**src/rtl/mac_acc_mp_if.sv**
```systemverilog
// Handshake/bus bundle for mac_acc_mp: input beat stream and psum output.
// The producer and consumer side use the master modport; the MAC uses slave.
interface mac_acc_mp_if #(
    parameter int BW      = 4,
    parameter int PSUM_BW = 24,
    parameter int CNT_BW  = 8
);
    logic                     in_valid;
    logic                     in_ready;
    logic        [BW-1:0]     a;
    logic signed [BW-1:0]     b;
    logic                     act_mode;
    logic        [CNT_BW-1:0] acc_len;
    logic                     out_valid;
    logic                     out_ready;
    logic        [PSUM_BW-1:0] out;
    logic                     busy;

    modport master (
        output in_valid, a, b, act_mode, acc_len, out_ready,
        input  in_ready, out_valid, out, busy
    );

    modport slave (
        input  in_valid, a, b, act_mode, acc_len, out_ready,
        output in_ready, out_valid, out, busy
    );
endinterface

```
**src/rtl/mac_acc_mp.sv**
```systemverilog
// mac_acc_mp: pipelined multi-precision MAC accumulator for the PE array.
// Mode 0 accumulates one full-width lane; mode 1 accumulates two independent
// half-width lanes packed as {lane1, lane0}. Two stages: product register,
// then accumulate. Define MAC_SAT_EN for saturating adds instead of wrap.
module mac_acc_mp #(
    parameter int BW      = 4,
    parameter int PSUM_BW = 24,
    parameter int CNT_BW  = 8
) (
    input logic          clk,
    input logic          reset_n,
    mac_acc_mp_if.slave  bus
);
    localparam int LW     = PSUM_BW / 2;
    localparam int HB     = BW / 2;
    localparam int FPW    = 2 * BW + 1;
    localparam int LPW    = HB + BW + 1;
    // vld_pipe[0]: product register holds a beat; vld_pipe[1]: beat folded on last edge
    localparam int STAGES = 1;

    typedef enum logic [1:0] {IDLE, ACC, FLUSH, HOLD} state_t;

    state_t               state;
    logic                 in_ready_r, out_valid_r, busy_r;
    logic [PSUM_BW-1:0]   out_r;
    logic [CNT_BW-1:0]    cnt, grp_len, len_in;
    logic                 grp_mode;
    logic                 accept;
    logic [STAGES:0]      vld_pipe;

    logic signed [FPW-1:0] prod_full, p_full;
    logic signed [LPW-1:0] prod_l0, prod_l1, p_l0, p_l1;
    logic [PSUM_BW-1:0]    acc;

    assign accept  = bus.in_valid && in_ready_r;
    assign len_in  = (bus.acc_len == '0) ? CNT_BW'(1) : bus.acc_len;

    // Unsigned activation gets a zero MSB so the signed multiply treats it as positive
    assign prod_full = $signed({1'b0, bus.a}) * $signed(bus.b);
    assign prod_l0   = $signed({1'b0, bus.a[HB-1:0]}) * $signed(bus.b);
    assign prod_l1   = $signed({1'b0, bus.a[BW-1:HB]}) * $signed(bus.b);

    assign bus.in_ready  = in_ready_r;
    assign bus.out_valid = out_valid_r;
    assign bus.out       = out_r;
    assign bus.busy      = busy_r;

`ifdef MAC_SAT_EN
    function automatic logic [PSUM_BW-1:0] add_full(input logic [PSUM_BW-1:0] x, input logic [PSUM_BW-1:0] y);
        logic [PSUM_BW:0] s;
        s = {x[PSUM_BW-1], x} + {y[PSUM_BW-1], y};
        if (s[PSUM_BW] != s[PSUM_BW-1])
            return s[PSUM_BW] ? {1'b1, {(PSUM_BW-1){1'b0}}} : {1'b0, {(PSUM_BW-1){1'b1}}};
        return s[PSUM_BW-1:0];
    endfunction

    function automatic logic [LW-1:0] add_lane(input logic [LW-1:0] x, input logic [LW-1:0] y);
        logic [LW:0] s;
        s = {x[LW-1], x} + {y[LW-1], y};
        if (s[LW] != s[LW-1])
            return s[LW] ? {1'b1, {(LW-1){1'b0}}} : {1'b0, {(LW-1){1'b1}}};
        return s[LW-1:0];
    endfunction
`else
    function automatic logic [PSUM_BW-1:0] add_full(input logic [PSUM_BW-1:0] x, input logic [PSUM_BW-1:0] y);
        return x + y;
    endfunction

    function automatic logic [LW-1:0] add_lane(input logic [LW-1:0] x, input logic [LW-1:0] y);
        return x + y;
    endfunction
`endif

    // Group control: latch mode/length on the first beat, count beats, drain, hold psum
    always_ff @(posedge clk or negedge reset_n) begin
        if (!reset_n) begin
            state       <= IDLE;
            in_ready_r  <= 1'b1;
            out_valid_r <= 1'b0;
            busy_r      <= 1'b0;
            out_r       <= '0;
            cnt         <= '0;
            grp_len     <= '0;
            grp_mode    <= 1'b0;
        end else begin
            case (state)
                IDLE: if (accept) begin
                    grp_mode <= bus.act_mode;
                    grp_len  <= len_in;
                    cnt      <= CNT_BW'(1);
                    busy_r   <= 1'b1;
                    if (len_in == CNT_BW'(1)) begin
                        state      <= FLUSH;
                        in_ready_r <= 1'b0;
                    end else begin
                        state <= ACC;
                    end
                end
                ACC: if (accept) begin
                    cnt <= cnt + CNT_BW'(1);
                    if (cnt + CNT_BW'(1) == grp_len) begin
                        state      <= FLUSH;
                        in_ready_r <= 1'b0;
                    end
                end
                // Last beat was folded on the previous edge and nothing is behind it
                FLUSH: if (!vld_pipe[0] && vld_pipe[1]) begin
                    state       <= HOLD;
                    out_valid_r <= 1'b1;
                    out_r       <= acc;
                end
                HOLD: if (bus.out_ready) begin
                    state       <= IDLE;
                    out_valid_r <= 1'b0;
                    in_ready_r  <= 1'b1;
                    busy_r      <= 1'b0;
                end
                default: state <= IDLE;
            endcase
        end
    end

    // Datapath: stage 1 captures lane products, stage 2 folds them into the accumulator
    always_ff @(posedge clk or negedge reset_n) begin
        if (!reset_n) begin
            vld_pipe <= '0;
            p_full   <= '0;
            p_l0     <= '0;
            p_l1     <= '0;
            acc      <= '0;
        end else begin
            vld_pipe <= {vld_pipe[STAGES-1:0], accept};
            if (accept) begin
                p_full <= prod_full;
                p_l0   <= prod_l0;
                p_l1   <= prod_l1;
            end
            // A group's first beat only arrives once the pipeline has drained
            if (accept && state == IDLE)
                acc <= '0;
            else if (vld_pipe[0]) begin
                if (grp_mode)
                    acc <= {add_lane(acc[PSUM_BW-1:LW], LW'(p_l1)),
                            add_lane(acc[LW-1:0],       LW'(p_l0))};
                else
                    acc <= add_full(acc, PSUM_BW'(p_full));
            end
        end
    end
endmodule

```
**src/flat_wrapper.sv**
```systemverilog
// flat-port wrapper written by rule: the top's interface ports become plain ports
module mac_acc_mp_flat 
#(
    parameter int BW      = 4,
    parameter int PSUM_BW = 24,
    parameter int CNT_BW  = 8
)
  (clk, reset_n, bus_in_valid, bus_a, bus_b, bus_act_mode, bus_acc_len, bus_out_ready, bus_in_ready, bus_out_valid, bus_out, bus_busy);
  mac_acc_mp_if #(.BW(BW), .PSUM_BW(PSUM_BW), .CNT_BW(CNT_BW)) bus_i ();
  input logic clk;
  input logic reset_n;
  input wire logic [$bits(bus_i.in_valid)-1:0] bus_in_valid;
  input wire logic [$bits(bus_i.a)-1:0] bus_a;
  input wire logic [$bits(bus_i.b)-1:0] bus_b;
  input wire logic [$bits(bus_i.act_mode)-1:0] bus_act_mode;
  input wire logic [$bits(bus_i.acc_len)-1:0] bus_acc_len;
  input wire logic [$bits(bus_i.out_ready)-1:0] bus_out_ready;
  output wire logic [$bits(bus_i.in_ready)-1:0] bus_in_ready;
  output wire logic [$bits(bus_i.out_valid)-1:0] bus_out_valid;
  output wire logic [$bits(bus_i.out)-1:0] bus_out;
  output wire logic [$bits(bus_i.busy)-1:0] bus_busy;
  assign bus_i.in_valid = bus_in_valid;
  assign bus_i.a = bus_a;
  assign bus_i.b = bus_b;
  assign bus_i.act_mode = bus_act_mode;
  assign bus_i.acc_len = bus_acc_len;
  assign bus_i.out_ready = bus_out_ready;
  assign bus_in_ready = bus_i.in_ready;
  assign bus_out_valid = bus_i.out_valid;
  assign bus_out = bus_i.out;
  assign bus_busy = bus_i.busy;
  mac_acc_mp #(.BW(BW), .PSUM_BW(PSUM_BW), .CNT_BW(CNT_BW)) u_core (.clk(clk), .reset_n(reset_n), .bus(bus_i));
endmodule
```
**config.mk**
```make
export PLATFORM = sky130hd
export DESIGN_NAME = mac_acc_mp_flat
export DESIGN_NICKNAME = d
export VERILOG_FILES = /design/src/rtl/mac_acc_mp_if.sv /design/src/rtl/mac_acc_mp.sv /design/src/flat_wrapper.sv
export SDC_FILE = /design/constraint.sdc
export NUM_CORES = 1
export LEC_CHECK = 0
export ABC_AREA = 1
export BUFFER_PORTS_ARGS = -buffer_cell sky130_fd_sc_hd__buf_2
export CAP_MARGIN = 5
export CORE_MARGIN = 2
export CORE_UTILIZATION = 30
export DETAILED_ROUTE_END_ITERATION = 12
export PLACE_DENSITY = 0.56
export SYNTH_ARGS = -nofsm -noshare
export SYNTH_HDL_FRONTEND = slang
export SYNTH_SLANG_ARGS = --single-unit
```
**constraint.sdc**
```tcl
create_clock -name clk -period 5.5 [get_ports clk]
set_input_delay 0.825 -clock clk [delete_from_list [all_inputs] [get_ports clk]]
set_output_delay 0.825 -clock clk [all_outputs]
set_load 0.005 [all_outputs]
```
==> reports/metrics.yaml <==
status:
  status: "complete, no violations"
timing:
  rsz0062_at_grt: "no"
  fmax_mhz: 263
  slew_viol_final: 0
  setup_viol: 0
  finalSetupTns_ns: 0
  post-route-period-util_pct: 69.3
  skew_ns: 0.0137
  hold_violations: 0
  tightestPinTransition_ns: 0.962
  post-route-min-period_ns: 3.81
  max-slew-margin-rel_pct: 35.7
synthesis:
  yosys_warnings: 0
  synthAdderAreaFrac_pct: 15.3
  synthCells: 1111
  syn-num-nets: 1220
  netlist-cell-type-count: 37
  syn_area_mm2: 0.00764
  yosys-mux-area-fraction_pct: 1.62
  synth_top_family_by_area: "simple AND/OR/NAND/NOR gates"
  avgSynthCellArea_um2: 6.87
  synth_seq_cells: 93
  yosys.area_share.simple_pct: 31.3
  async_flop_share_pct: 100
  synth_compound_area_share_pct: 10.8
  synth-edff-count: 0
  synth_seq_area_share_pct: 30.5
  synth_top_flop_cell: "dfrtp_1"
  synth_xor_area_share_pct: 1.26
drt:
  route.detailed.drc: 0
  post_drt_wl_per_cell_um: 13.3
  antenna_left: 0
  routed_wl_mm: 19.8
  dr.pass1.iters: 5
  drt-initial-drc-count: 459
  routed_via_density: 4.70
  num_vias: 6999
worst_setup_path:
  cp_slowest_cell: "fa_1"
  path_common_cell: "fa_1"
  critPathCaptureType: "register"
  critical_path_class: "input port to register"
  path_cells: "buf_2, inv_1, or2_2, fa_1, fa_1, fa_1, inv_1, ha_1, fa_1, nand2_1, nand2_1, a21oi_1, or2_2, a31oi_1"
  crit_path_start_kind: "input port"
  max_stage_delay_ns: 0.53
  required_ns: 5.71
  cp_max_fo: 6
  arrival_ns: 4.02
  r2r_slack_ns: 2.50
cts:
  cts-root-buf: "clkbuf_16"
  clockBufferDepth: 2
  post_cts_resized: 0
  clock_sinks: 93
  ctsHoldBuffers: 0
  cts_setup_buffers: 0
  numCtsBuffers: 9
  clkLatencyLatePin_ns: 0.36
  htreeDepth: 3
  tritoncts: "built"
  clkTransAtPathRegs_ns: 0.08
global_route:
  grt_usage_pct: 15.3
  grt_antenna_before_repair: 0
  grt_max_degree: 56
  grt_pass1_wl_mm: 32.9
  grt_pass1_vias: 6589
  gr-total-overflow: 0
placement:
  dp.cells: 1473
  portBuffers: 47
  gp_congestion: 0.901
  dp.final_hpwl_mm: 15.7
power_and_ir_drop:
  peakVddDrop_uv: 114
  power.leakage_uw: 0.00465
  seqPwrFrac_pct: 47.3
  p_sw_uw: 361
  swShare_pct: 25.0
  comb_power_share_pct: 6.8
  power.density_mw_per_mm2: 169
  pwr-share-clk_pct: 45.9
  intPower_uw: 1080
run:
  maxCapViolCount: 0
final_layout:
  final_nets: 1263
  seq_area_mm2: 0.00233
  syn2layout_area_growth_pct: 11.7
  drive_gt1_share_pct: 7.94
  fillerInstances: 2759
  multi_input_area_mm2: 0.00461
  diodes: 0
  fin_cells: 1489
  final_util_pct: 34.0
die:
  die_w_um: 164
  die_y_um: 164
  start_util_pct: 30.4
  coreArea_mm2: 0.0251
  rows: 58
  dieArea_mm2: 0.0267
  ios: 48
min_path:
  hp-class: "register to register"
## registers in the layout (all words and copies together), names as in the netlist
name / count
u_core.bus.in_ready: 1
u_core.bus.out_valid: 1
u_core.acc: 24
u_core.p_l1: 7
u_core.grp_mode: 1
u_core.bus.busy: 1
u_core.p_l0: 7
u_core.p_full: 7
u_core.bus.out: 24
u_core.state: 2
u_core.vld_pipe: 2
u_core.grp_len: 8
u_core.cnt: 8
## worst max-delay path: cells and delay by family
kind                       cells  cell delay [ns]
AOI/OAI and AO/OA              2             0.21
buffers and inverters          3             0.31
adders and majority gates      5             2.08
and+or+nand+nor                4             0.58
## kinds of logic (layout without fill, tap and decap cells)
group,count (synthesis),after routing
and+or+nand+nor,574,574
muxes,11,11
xor gates and xnor gates,11,11
DFF,93,93
buffers and inverters,182,230
AOI/OAI and AO/OA,152,152
adders and majority gates,88,88
## area by class of cell
type | count | area share, %
Multi-Input combinational cell | 836 | 54.0
Sequential cell | 93 | 27.3
Inverter | 165 | 7.26
Tap cell | 330 | 4.84
Timing Repair Buffer | 49 | 2.96
Clock buffer | 9 | 2.64
Clock inverter | 7 | 1.01
## path summary, 6_finish.rpt
path,to,cells past startpoint,start
hold reg to reg,u_core.vld_pipe[1],0,u_core.vld_pipe[0]
setup / recovery,u_core.p_full[7],14,bus_b[3]
min in group asynchronous,u_core.bus.busy,1,reset_n
max in group asynchronous,u_core.acc[20],2,reset_n
hold / removal,u_core.vld_pipe[1],0,u_core.vld_pipe[0]
setup reg to reg,u_core.acc[15],7,u_core.bus.in_ready
## layer usage
layer | share of wire, % | GRT usage (%)
met5 | 0 | 0
met3 | 2.9 | 2.23
met1 | 53 | 22.1
met4 | 1.2 | 3.91
met2 | 43 | 23.8
## layout by cell type (no fill, tap or decap), types with 14 or more instances in the layout
cell type | synthesis | routed
a21oi_1 | 45 | 45
buf_2 | 3 | 46
dfrtp_1 | 92 | 92
ha_1 | 79 | 79
inv_1 | 164 | 164
nand2_1 | 346 | 346
nand3_1 | 99 | 99
nand4_1 | 14 | 14
nor2_1 | 85 | 85
o21ai_0 | 76 | 76
## Yosys cell counts (all sizes together), types with 4 or more instances
library cell,instances,area [µm²]
o22ai,6,37.5
o21ai,77,385
mux2,11,124
xor2,8,70.1
o31ai,4,30.0
nand4,14,87.6
nand3,99,495
inv,164,616
ha,79,988
fa,9,180
o21bai,8,60.1
dfrtp,92,2300
nor3,10,50.1
or2,6,37.5
buf,6,41.3
nor2,89,359
a21oi,45,225
nand2,351,1330
clkbuf,11,41.3
## through the flow
step / instance area, µm² / hold slack [ns] / total power, µW / setup slack (ns)
after floorplan: 7640 / 0.374 / 754 / 1.68
after global routing: 8530 / 0.444 / 1510 / 1.53
after CTS: 8530 / 0.416 / 1470 / 1.72
after detailed placement: 8220 / 0.398 / 797 / 1.34
final: 8530 / 0.413 / 1440 / 1.69
after global placement: 8220 / 0.396 / 795 / 1.40
## power by group through the flow
stage	logic (µW)	registers, µW	clock network [µW]
after floorplan	57.3	697	0
after global placement	98.8	697	0
after detailed placement	100	697	0
after CTS	101	683	688
after global routing	117	683	715
final	98.1	683	663
(Power assumes the default switching activity.)
